[src/rtl/pc_sequencer.sv]
// Program-counter sequencer: conditional jumps on ZCSO, call/return via a
// circular return-address stack, one-cycle flush bubble after transfers, halt.
module pc_sequencer #(
  parameter int ADDR_W    = 16,
  parameter int RESET_PC  = 0,
  parameter int RAS_DEPTH = 4
) (
  input  logic              clock,
  input  logic              reset,
  input  logic [3:0]        ZCSO,
  input  logic              jump_req,
  input  logic [3:0]        jump_cond,
  input  logic [ADDR_W-1:0] jump_target,
  input  logic              call_req,
  input  logic              ret_req,
  input  logic              stall,
  input  logic              halt_req,
  output logic [ADDR_W-1:0] pc,
  output logic              pc_valid,
  output logic              branch_taken,
  output logic              flush,
  output logic              ras_overflow,
  output logic              ras_underflow,
  output logic              halted
);

  localparam int PW = $clog2(RAS_DEPTH);
  localparam int CW = PW + 1;

  typedef enum logic [1:0] {
    S_RUN,
    S_FLUSH,
    S_HALT
  } state_t;

  state_t            r_state;
  state_t            w_nstate;
  logic [ADDR_W-1:0] r_pc;
  logic [ADDR_W-1:0] w_npc;
  logic              r_bt;
  logic              w_nbt;
  logic              r_boot;
  logic              w_nboot;
  logic              r_ovf;
  logic              r_unf;
  logic [PW-1:0]     r_sp;
  logic [CW-1:0]     r_cnt;
  logic [ADDR_W-1:0] r_ras [RAS_DEPTH];

  logic              w_push;
  logic              w_pop;
  logic              w_set_unf;
  logic              w_full;
  logic              w_empty;
  logic              w_take;
  logic              w_z;
  logic              w_c;
  logic              w_s;
  logic              w_o;
  logic              w_lt;
  logic [ADDR_W-1:0] w_pc_inc;
  logic [ADDR_W-1:0] w_top;

  assign w_z      = ZCSO[0];
  assign w_c      = ZCSO[1];
  assign w_s      = ZCSO[2];
  assign w_o      = ZCSO[3];
  assign w_lt     = w_s ^ w_o;
  assign w_pc_inc = r_pc + ADDR_W'(1);
  assign w_full   = (r_cnt == CW'(RAS_DEPTH));
  assign w_empty  = (r_cnt == '0);
  assign w_top    = r_ras[r_sp - PW'(1)];

  always_comb begin
    w_take = 1'b0;
    case (jump_cond)
      4'b0000: w_take = 1'b1;
      4'b0001: w_take = w_z;
      4'b0010: w_take = !w_z;
      4'b0011: w_take = w_c;
      4'b0100: w_take = !w_c;
      4'b0101: w_take = w_s;
      4'b0110: w_take = !w_s;
      4'b0111: w_take = w_o;
      4'b1000: w_take = !w_o;
      4'b1001: w_take = w_lt;
      4'b1010: w_take = !w_lt;
      4'b1011: w_take = !w_z && !w_lt;
      4'b1100: w_take = w_z || w_lt;
      default: w_take = 1'b0;
    endcase
  end

  // Bubble after reset is held one extra cycle by r_boot; a bubble after a
  // transfer advances past the target, which was presented while flushing.
  always_comb begin
    w_nstate  = r_state;
    w_npc     = r_pc;
    w_nbt     = 1'b0;
    w_nboot   = r_boot;
    w_push    = 1'b0;
    w_pop     = 1'b0;
    w_set_unf = 1'b0;
    case (r_state)
      S_FLUSH: begin
        if (r_boot) begin
          w_nboot = 1'b0;
        end else begin
          w_nstate = S_RUN;
          if (r_bt) w_npc = w_pc_inc;
        end
      end
      S_RUN: begin
        priority case (1'b1)
          halt_req: w_nstate = S_HALT;
          ret_req: begin
            if (!w_empty) begin
              w_pop    = 1'b1;
              w_npc    = w_top;
              w_nbt    = 1'b1;
              w_nstate = S_FLUSH;
            end else begin
              w_set_unf = 1'b1;
              w_npc     = w_pc_inc;
            end
          end
          call_req: begin
            w_push   = 1'b1;
            w_npc    = jump_target;
            w_nbt    = 1'b1;
            w_nstate = S_FLUSH;
          end
          jump_req && w_take: begin
            w_npc    = jump_target;
            w_nbt    = 1'b1;
            w_nstate = S_FLUSH;
          end
          default: w_npc = w_pc_inc;
        endcase
      end
      S_HALT: w_nstate = S_HALT;
      default: w_nstate = S_FLUSH;
    endcase
  end

  always_ff @(posedge clock) begin
    if (reset) begin
      r_state <= S_FLUSH;
      r_pc    <= ADDR_W'(RESET_PC);
      r_bt    <= 1'b0;
      r_boot  <= 1'b1;
      r_ovf   <= 1'b0;
      r_unf   <= 1'b0;
      r_sp    <= '0;
      r_cnt   <= '0;
    end else if (!stall) begin
      r_state <= w_nstate;
      r_pc    <= w_npc;
      r_bt    <= w_nbt;
      r_boot  <= w_nboot;
      if (w_push) begin
        r_sp  <= r_sp + PW'(1);
        if (w_full) r_ovf <= 1'b1;
        else        r_cnt <= r_cnt + CW'(1);
      end else if (w_pop) begin
        r_sp  <= r_sp - PW'(1);
        r_cnt <= r_cnt - CW'(1);
      end
      if (w_set_unf) r_unf <= 1'b1;
    end
  end

  always_ff @(posedge clock) begin
    if (!reset && !stall && w_push) r_ras[r_sp] <= w_pc_inc;
  end

  assign pc            = r_pc;
  assign pc_valid      = (r_state == S_RUN);
  assign flush         = (r_state == S_FLUSH) && !r_boot;
  assign halted        = (r_state == S_HALT);
  assign branch_taken  = r_bt && !stall;
  assign ras_overflow  = r_ovf;
  assign ras_underflow = r_unf;

endmodule

[config.mk]
export PLATFORM = sky130hd
export DESIGN_NAME = pc_sequencer
export DESIGN_NICKNAME = d
export VERILOG_FILES = /design/src/rtl/pc_sequencer.sv
export SDC_FILE = /design/constraint.sdc
export NUM_CORES = 1
export LEC_CHECK = 0
export CELL_PAD_IN_SITES_DETAIL_PLACEMENT = 2
export CELL_PAD_IN_SITES_GLOBAL_PLACEMENT = 2
export CORE_ASPECT_RATIO = 0.5
export CORE_MARGIN = 5
export CORE_UTILIZATION = 38
export CTS_BUF_LIST = sky130_fd_sc_hd__clkbuf_4 sky130_fd_sc_hd__clkbuf_8 sky130_fd_sc_hd__clkbuf_16
export CTS_CLUSTER_DIAMETER = 150
export DETAILED_ROUTE_END_ITERATION = 8
export PLACE_DENSITY_LB_ADDON = 0.1
export SLEW_MARGIN = 20
export SYNTH_ARGS = -nofsm -noshare
export SYNTH_HDL_FRONTEND = slang
export SYNTH_SLANG_ARGS = --single-unit
export TNS_END_PERCENT = 10
[constraint.sdc]
create_clock -name clock -period 3.96 [get_ports clock]
set_input_delay 0.792 -clock clock [delete_from_list [all_inputs] [get_ports clock]]
set_output_delay 0.792 -clock clock [all_outputs]
set_load 0.05 [all_outputs]
==> flow_summary.json, run 1 <==
{
  "layout_common_cells": "64 x edfxtp_1, 52 x clkdlybuf4s50_1, 29 x nor2_1",
  "largest_buffer_count_on_any_clock_path": 2,
  "synth-xor-area-share_pct": 3.46,
  "worstPathMaxFanout": 11,
  "die_w_um": 165,
  "cts.sink_count": 91,
  "total_power_mw": 2.11,
  "p_per_area_nw_per_um2": 377,
  "yosys.area_share.adder_pct": 1.81,
  "timing.rr.start": "r_sp[0]$_SDFFE_PP0P_",
  "report.final.hold_viol_count": 0,
  "reg2reg_setup_slack_ns": 1.11,
  "netlist_area_pre_place_um2": 4560,
  "post-cts-setup-buffers": 0,
  "die_footprint_um2": 14400,
  "n_antenna_cell": 0,
  "grt_setup_unrepaired": "false",
  "timing.critical_path.buf_inv": 2,
  "cts-root-buf": "clkbuf_16",
  "clock.fmax_mhz": 317,
  "postSynthAreaPerCell_um2": 11.8,
  "layout.cells.most_common": "edfxtp_1",
  "finalSetupViolations": 0,
  "drt_first_pass_iters": 4,
  "hold_path_class": "flip-flop to flip-flop",
  "run_status": "finished clean",
  "cts_tree": "built",
  "critical_path.startpoint_type": "flip-flop",
  "synth_mux_area_share_pct": 8.34,
  "hold-path-endpoint": "ras_overflow$_SDFFE_PP0P_",
  "detail_route.wl_per_cell_um": 24.0,
  "placedCellCount": 596,
  "yosys.area_share.simple_pct": 15.2,
  "antenna_found_initial": 0,
  "grt_usage_pct": 21.6,
  "final.fill_count": 1216,
  "floorplan.die.height_um": 87.5,
  "fin_worst_skew_ns": 0.00436,
  "port_buffers": 52,
  "final_min_period_over_clock_period_pct": 79.6,
  "setup_total_negative_slack_ns": 0,
  "crit_path_top_delay_cell": "clkdlybuf4s50_1",
  "detailroute.via_count": 3509,
  "worst_ep_required_time_ns": 3.17,
  "grt_pass1_wl_um": 23400,
  "hold_ws_ns": 0.497,
  "finish.cell_count_without_fillers": 612,
  "layout-drive-gt1-share_pct": 11.6,
  "worst_r2r_path_depth": 10,
  "tritoncts.num_buffers": 9,
  "number_of_vias_per_cell": 5.73,
  "slew_limit_fails": 0,
  "syn-instance-count": 388,
  "path_class": "flip-flop to output port",
  "finish.net_count": 479,
  "gpl.final_weighted_congestion": 0.792,
  "maxCapViolations": 0,
  "irDropWorstVdd_uv": 169,
  "overflow": 0,
  "timing.max_slew.rel_slack_pct": 47.3,
  "ys_seq_elements": 91,
  "core-area_um2": 11800,
  "htreeDepth": 3,
  "detailedRoute.firstIterationViolations": 205,
  "first_global_vias": 4000,
  "data_arrival_time_of_the_critical_path_ns": 2.36,
  "worst_setup_path_startpoint": "r_state[0]$_SDFFE_PP1P_",
  "clk_pin_slew_ns": 0.07,
  "cts.hold.buffers_added": 0,
  "area_growth_pct": 22.9,
  "crit_chain": "or2_2 -> clkinv_1 -> clkdlybuf4s50_1",
  "crit-reg2reg-capture": "pc[4]$_SDFFE_PP0P_",
  "synth_nets": 425,
  "min_from": "ras_overflow$_SDFFE_PP0P_",
  "synth.distinct_cells": 59,
  "postSynth.topFlopCell": "edfxtp_1",
  "holdPathStages": 2,
  "ys_async_sr_fraction_pct": 0,
  "leakage_nw": 1.85,
  "pin_count": 53,
  "transition_time_at_the_pin_with_the_least_slew_margin_ns": 0.788,
  "final_core_util_pct": 47.6,
  "crit_path_max_delay_family": "buffers and inverters",
  "synth_sequential_area_ratio_pct": 54.0,
  "critPathMaxStageDelay_ns": 0.80,
  "clk-insertion-delay-late_ns": 0.34,
  "routed_wirelength_um": 14700,
  "drt_drc_violations_left": 0,
  "place.detailed.hpwl_um": 10600,
  "area.sequential_um2": 2460,
  "layout_min_cycle_time_ns": 3.15,
  "rows": 28,
  "ys.warnings.count": 0,
  "timing.critical_path.to_type": "output port",
  "synth_edf_count": 64,
  "largest_family_of_logic_cells_by_synthesized_area": "simple AND/OR/NAND/NOR gates",
  "grt_start_max_net_pins": 31,
  "synth-compound-area-share_pct": 14.1,
  "ant_nets": 0,
  "post_cts.resized_instances": 0,
  "multi_input_area_um2": 1960,
  "start_util_pct": 38.7
}
metal layers:
layer / up-vias / part of all wire (%) / GRT usage, %
met3: 12 / 4.0 / 4.54
met2: 74 / 49 / 37.2
met1: 1825 / 46 / 28.7
met4: 0 / 0.82 / 4.15
met5: - / 0 / 0
li1: 1598 / - / -
cells by family after synthesis:
| logic type | after synthesis |
|---|---|
| AOI/OAI and AO/OA | 92 |
| xor gates and xnor gates | 18 |
| adders and majority gates | 6 |
| buffers and inverters | 35 |
| DFF | 91 |
| muxes | 18 |
| and+or+nand+nor | 128 |
registers in the layout (all words and copies together) (netlist names):
name	cells
pc	16
r_boot	1
r_bt	1
r_cnt	3
r_ras	64
r_sp	2
r_state	2
ras_overflow	1
ras_underflow	1
Yosys cell counts, types with 9 or more instances:
cell type | number | share of area (%)
o21ai_0 | 12 | 1.3
edfxtp_1 | 64 | 42
clkbuf_1 | 16 | 1.3
xnor2_1 | 9 | 1.7
inv_1 | 13 | 1.1
mux4_2 | 16 | 7.9
xor2_1 | 9 | 1.7
a31oi_1 | 12 | 1.6
a21oi_1 | 20 | 2.2
nor2_1 | 29 | 2.4
nand3_1 | 21 | 2.3
nand2_1 | 20 | 1.6
dfxtp_1 | 27 | 12
o211ai_1 | 11 | 1.8
report_power, final:
| group | switching, mW | leakage [nW] | internal [mW] |
|---|---|---|---|
| clock network | 0.386 | 0.146 | 0.512 |
| registers | 0.0130 | 0.774 | 1.02 |
| logic | 0.111 | 0.929 | 0.0720 |
| total | 0.510 | 1.85 | 1.60 |
per-stage QoR:
stage	worst slack (ns)	instance area (um2)
after floorplan	1.17	4560
after global placement	0.768	5290
after detailed placement	0.612	5290
after CTS	0.793	5600
after global routing	0.682	5600
final	0.808	5600
final cells by class:
class                   count  area share, %
inverters                  14          0.938
well taps                 165           3.69
flip-flops and latches     91           44.0
clock buffers              10           4.27
multi-input cells         262           35.0
repair buffers             64           10.9
clock inverters             6           1.27
how the worst max path moves through the flow:
stage                                    end  cells after the start
after global placement    pc[4]$_SDFFE_PP0P_                      7
after global routing                pc_valid                      3
final                               pc_valid                      3
after CTS                           pc_valid                      3
after detailed placement  pc[4]$_SDFFE_PP0P_                      7
after floorplan           pc[3]$_SDFFE_PP0P_                     10
worst min-delay path: cells and delay by family (launching register included):
family	cells	cell delay [ns]
flops	1	0.34
simple gates	1	0.08
compound gates	1	0.05
Note: power is estimated with default switching activity, not from simulation.
==> run 2, diff against run 1 <==
==> constraint.sdc (replaced) <==
create_clock -name clock -period 2.9 [get_ports clock]
set_input_delay 0.58 -clock clock [delete_from_list [all_inputs] [get_ports clock]]
set_output_delay 0.58 -clock clock [all_outputs]
set_load 0.05 [all_outputs]
==> run 2 against run 1 <==
Compared with the run above:
- register-to-register slack got worse by 0.60 ns
- via count increased by 1.3%
- sequential cell count unchanged
- combinational power increased by 51%
- sequential power increased by 36%
- global-route usage increased by 0.34 points
- routed wire length increased by 2.9%
- final cell count increased by 2.0%
- clock-buffer cell count decreased by 1
- die area unchanged
- setup slack got worse by 0.64 ns
- largest cell class unchanged
- largest power group unchanged
==> flow_summary.json, run 2 (synthesis results as in run 1) <==
{
  "number_of_vias_per_cell": 5.69,
  "critical_path.startpoint_type": "flip-flop",
  "detailedPlace.worstSlack_ns": -0.0463,
  "final_core_util_pct": 49.0,
  "worst_setup_path_startpoint": "r_state[0]$_SDFFE_PP1P_",
  "n_antenna_cell": 0,
  "overflow": 0,
  "leakage_nw": 1.94,
  "transition_time_at_the_pin_with_the_least_slew_margin_ns": 0.524,
  "power.net_switching_mw": 0.719,
  "fin_worst_skew_ns": 0.00559,
  "crit_chain": "or2_2 -> clkinv_1 -> clkdlybuf4s50_1",
  "crit-reg2reg-capture": "pc[15]$_SDFFE_PP0P_",
  "irDropWorstVdd_uv": 245,
  "timing.max_slew.rel_slack_pct": 64.7,
  "hold_path_class": "flip-flop to flip-flop",
  "die_w_um": 165,
  "detailedRoute.firstIterationViolations": 255,
  "regMostFlops": "r_ras",
  "timing.critical_path.to_type": "output port",
  "largest_register_ffs": 64,
  "slew_limit_fails": 0,
  "report.final.hold_viol_count": 0,
  "fin_ws_ns": 0.173,
  "antenna_found_initial": 0,
  "post_cts.resized_instances": 0,
  "worst_r2r_path_depth": 6,
  "detailroute.via_count": 3553,
  "finalSetupViolations": 0,
  "worst_ep_required_time_ns": 2.32,
  "start_util_pct": 38.7,
  "routed_wirelength_um": 15100,
  "cts_tree": "built",
  "gpl.final_weighted_congestion": 0.808,
  "post-cts-setup-buffers": 0,
  "worstPathMaxFanout": 11,
  "grt_pass1_wl_um": 23500,
  "area_growth_pct": 26.6,
  "reg2reg_setup_slack_ns": 0.51,
  "p_per_area_nw_per_um2": 519,
  "floorplan.die.height_um": 87.5,
  "grt_setup_unrepaired": "false",
  "ant_nets": 0,
  "timing.rr.start": "pc[4]$_SDFFE_PP0P_",
  "detail_route.wl_per_cell_um": 24.3,
  "layout.cells.most_common": "edfxtp_1",
  "pin_count": 53,
  "rows": 28,
  "clk-insertion-delay-late_ns": 0.35,
  "postPlaceCellArea_um2": 5440,
  "switching_share_pct": 24.0,
  "layout_min_cycle_time_ns": 2.73,
  "finish.net_count": 491,
  "clk_pin_slew_ns": 0.07,
  "total_power_mw": 3.00,
  "clkPwrFrac_pct": 43.9,
  "port_buffers": 52,
  "largest_buffer_count_on_any_clock_path": 2,
  "die_footprint_um2": 14400,
  "first_global_vias": 4035,
  "finish.instance_area_um2": 5770,
  "tritoncts.num_buffers": 9,
  "min_from": "r_bt$_SDFFE_PP0N_",
  "run_status": "finished clean",
  "core-area_um2": 11800,
  "drt_first_pass_iters": 5,
  "path_class": "flip-flop to output port",
  "timing.critical_path.buf_inv": 2,
  "cts-root-buf": "clkbuf_16",
  "layout-drive-gt1-share_pct": 14.2,
  "cts.hold.buffers_added": 0,
  "crit_path_max_delay_family": "buffers and inverters",
  "holdPathStages": 2,
  "sequentialPowerShare_pct": 46.8,
  "data_arrival_time_of_the_critical_path_ns": 2.15,
  "hold-path-endpoint": "r_bt$_SDFFE_PP0N_",
  "place.detailed.hpwl_um": 10600,
  "p_comb_share_pct": 9.2,
  "grt_usage_pct": 22.0,
  "final_min_period_over_clock_period_pct": 94.0,
  "layout_common_cells": "64 x edfxtp_1, 51 x clkdlybuf4s50_1, 29 x nor2_1",
  "htreeDepth": 3,
  "drt_drc_violations_left": 0,
  "grt_start_max_net_pins": 31,
  "intPower_mw": 2.28,
  "clock.fmax_mhz": 367,
  "cts.sink_count": 91,
  "crit_path_top_delay_cell": "clkdlybuf4s50_1",
  "critPathMaxStageDelay_ns": 0.84,
  "maxCapViolations": 0
}
run 2: changes by cell type in the layout (fill, tap and decap cells not counted), sizes merged:
cell,before,now
buf,12,25
clkinvlp,2,0
clkdlybuf4s50,52,51
inv,15,17
bufinv,1,2
clkbuf,10,9
run 2: power by group through the flow:
stage	Sequential, mW	Clock [mW]	Combinational (mW)
final	1.40	1.32	0.277
after global routing	1.40	1.39	0.295
after detailed placement	1.43	0	0.276
after global placement	1.43	0	0.261
after CTS	1.40	1.33	0.278
after floorplan	1.45	0	0.119
run 2: per-stage QoR:
stage          cells  setup TNS [ns]  hold WS (ns)
2_1_floorplan    388               0         0.436
3_3_place_gp     608               0         0.452
3_5_place_dp     608         -0.0650         0.466
4_1_cts          624               0         0.482
5_1_grt          624               0         0.517
6_report         624               0         0.478
run 2: per-layer routing:
layer	vias to the layer above	global-route usage [%]	wire [um]
li1	1622	-	-
met1	1827	28.3	6800
met2	81	38.4	7560
met3	23	4.59	541
met4	0	5.06	230
met5	-	0	0
run 2: tightest hold or removal path, stage by stage (launching register included):
cell     delay (ns)
dfxtp_1        0.33
nand2_1        0.06
a21oi_1        0.05
run 2: how the worst max path moves through the flow:
stage / to / slack [ns] / cells past startpoint
floorplan: pc[3]$_SDFFE_PP0P_ / 0.11 / 10
global placement: pc[13]$_SDFFE_PP0P_ / 0.12 / 8
detailed placement: pc[13]$_SDFFE_PP0P_ / -0.05 / 8
CTS: pc_valid / 0.15 / 3
global route: pc_valid / 0.10 / 3
finish: pc_valid / 0.17 / 3
run 2: layout make-up:
cell class | count | area, um2
timing repair buffer | 76 | 761
clock inverter | 7 | 106
multi-input combinational | 262 | 1960
fill | 1178 | 6000
sequential | 91 | 2460
clock buffer | 9 | 225
inverter | 14 | 52.6
tap | 165 | 206
==> run 3, diff against run 2 <==
--- a/config.mk
+++ b/config.mk
@@ -5,6 +5,7 @@
 export SDC_FILE = /design/constraint.sdc
 export NUM_CORES = 1
 export LEC_CHECK = 0
+export CAP_MARGIN = 20
 export CELL_PAD_IN_SITES_DETAIL_PLACEMENT = 2
 export CELL_PAD_IN_SITES_GLOBAL_PLACEMENT = 2
 export CORE_ASPECT_RATIO = 0.5
==> results of run 3 <==
The final DEF is identical to that of run 2; final timing and power are the same.
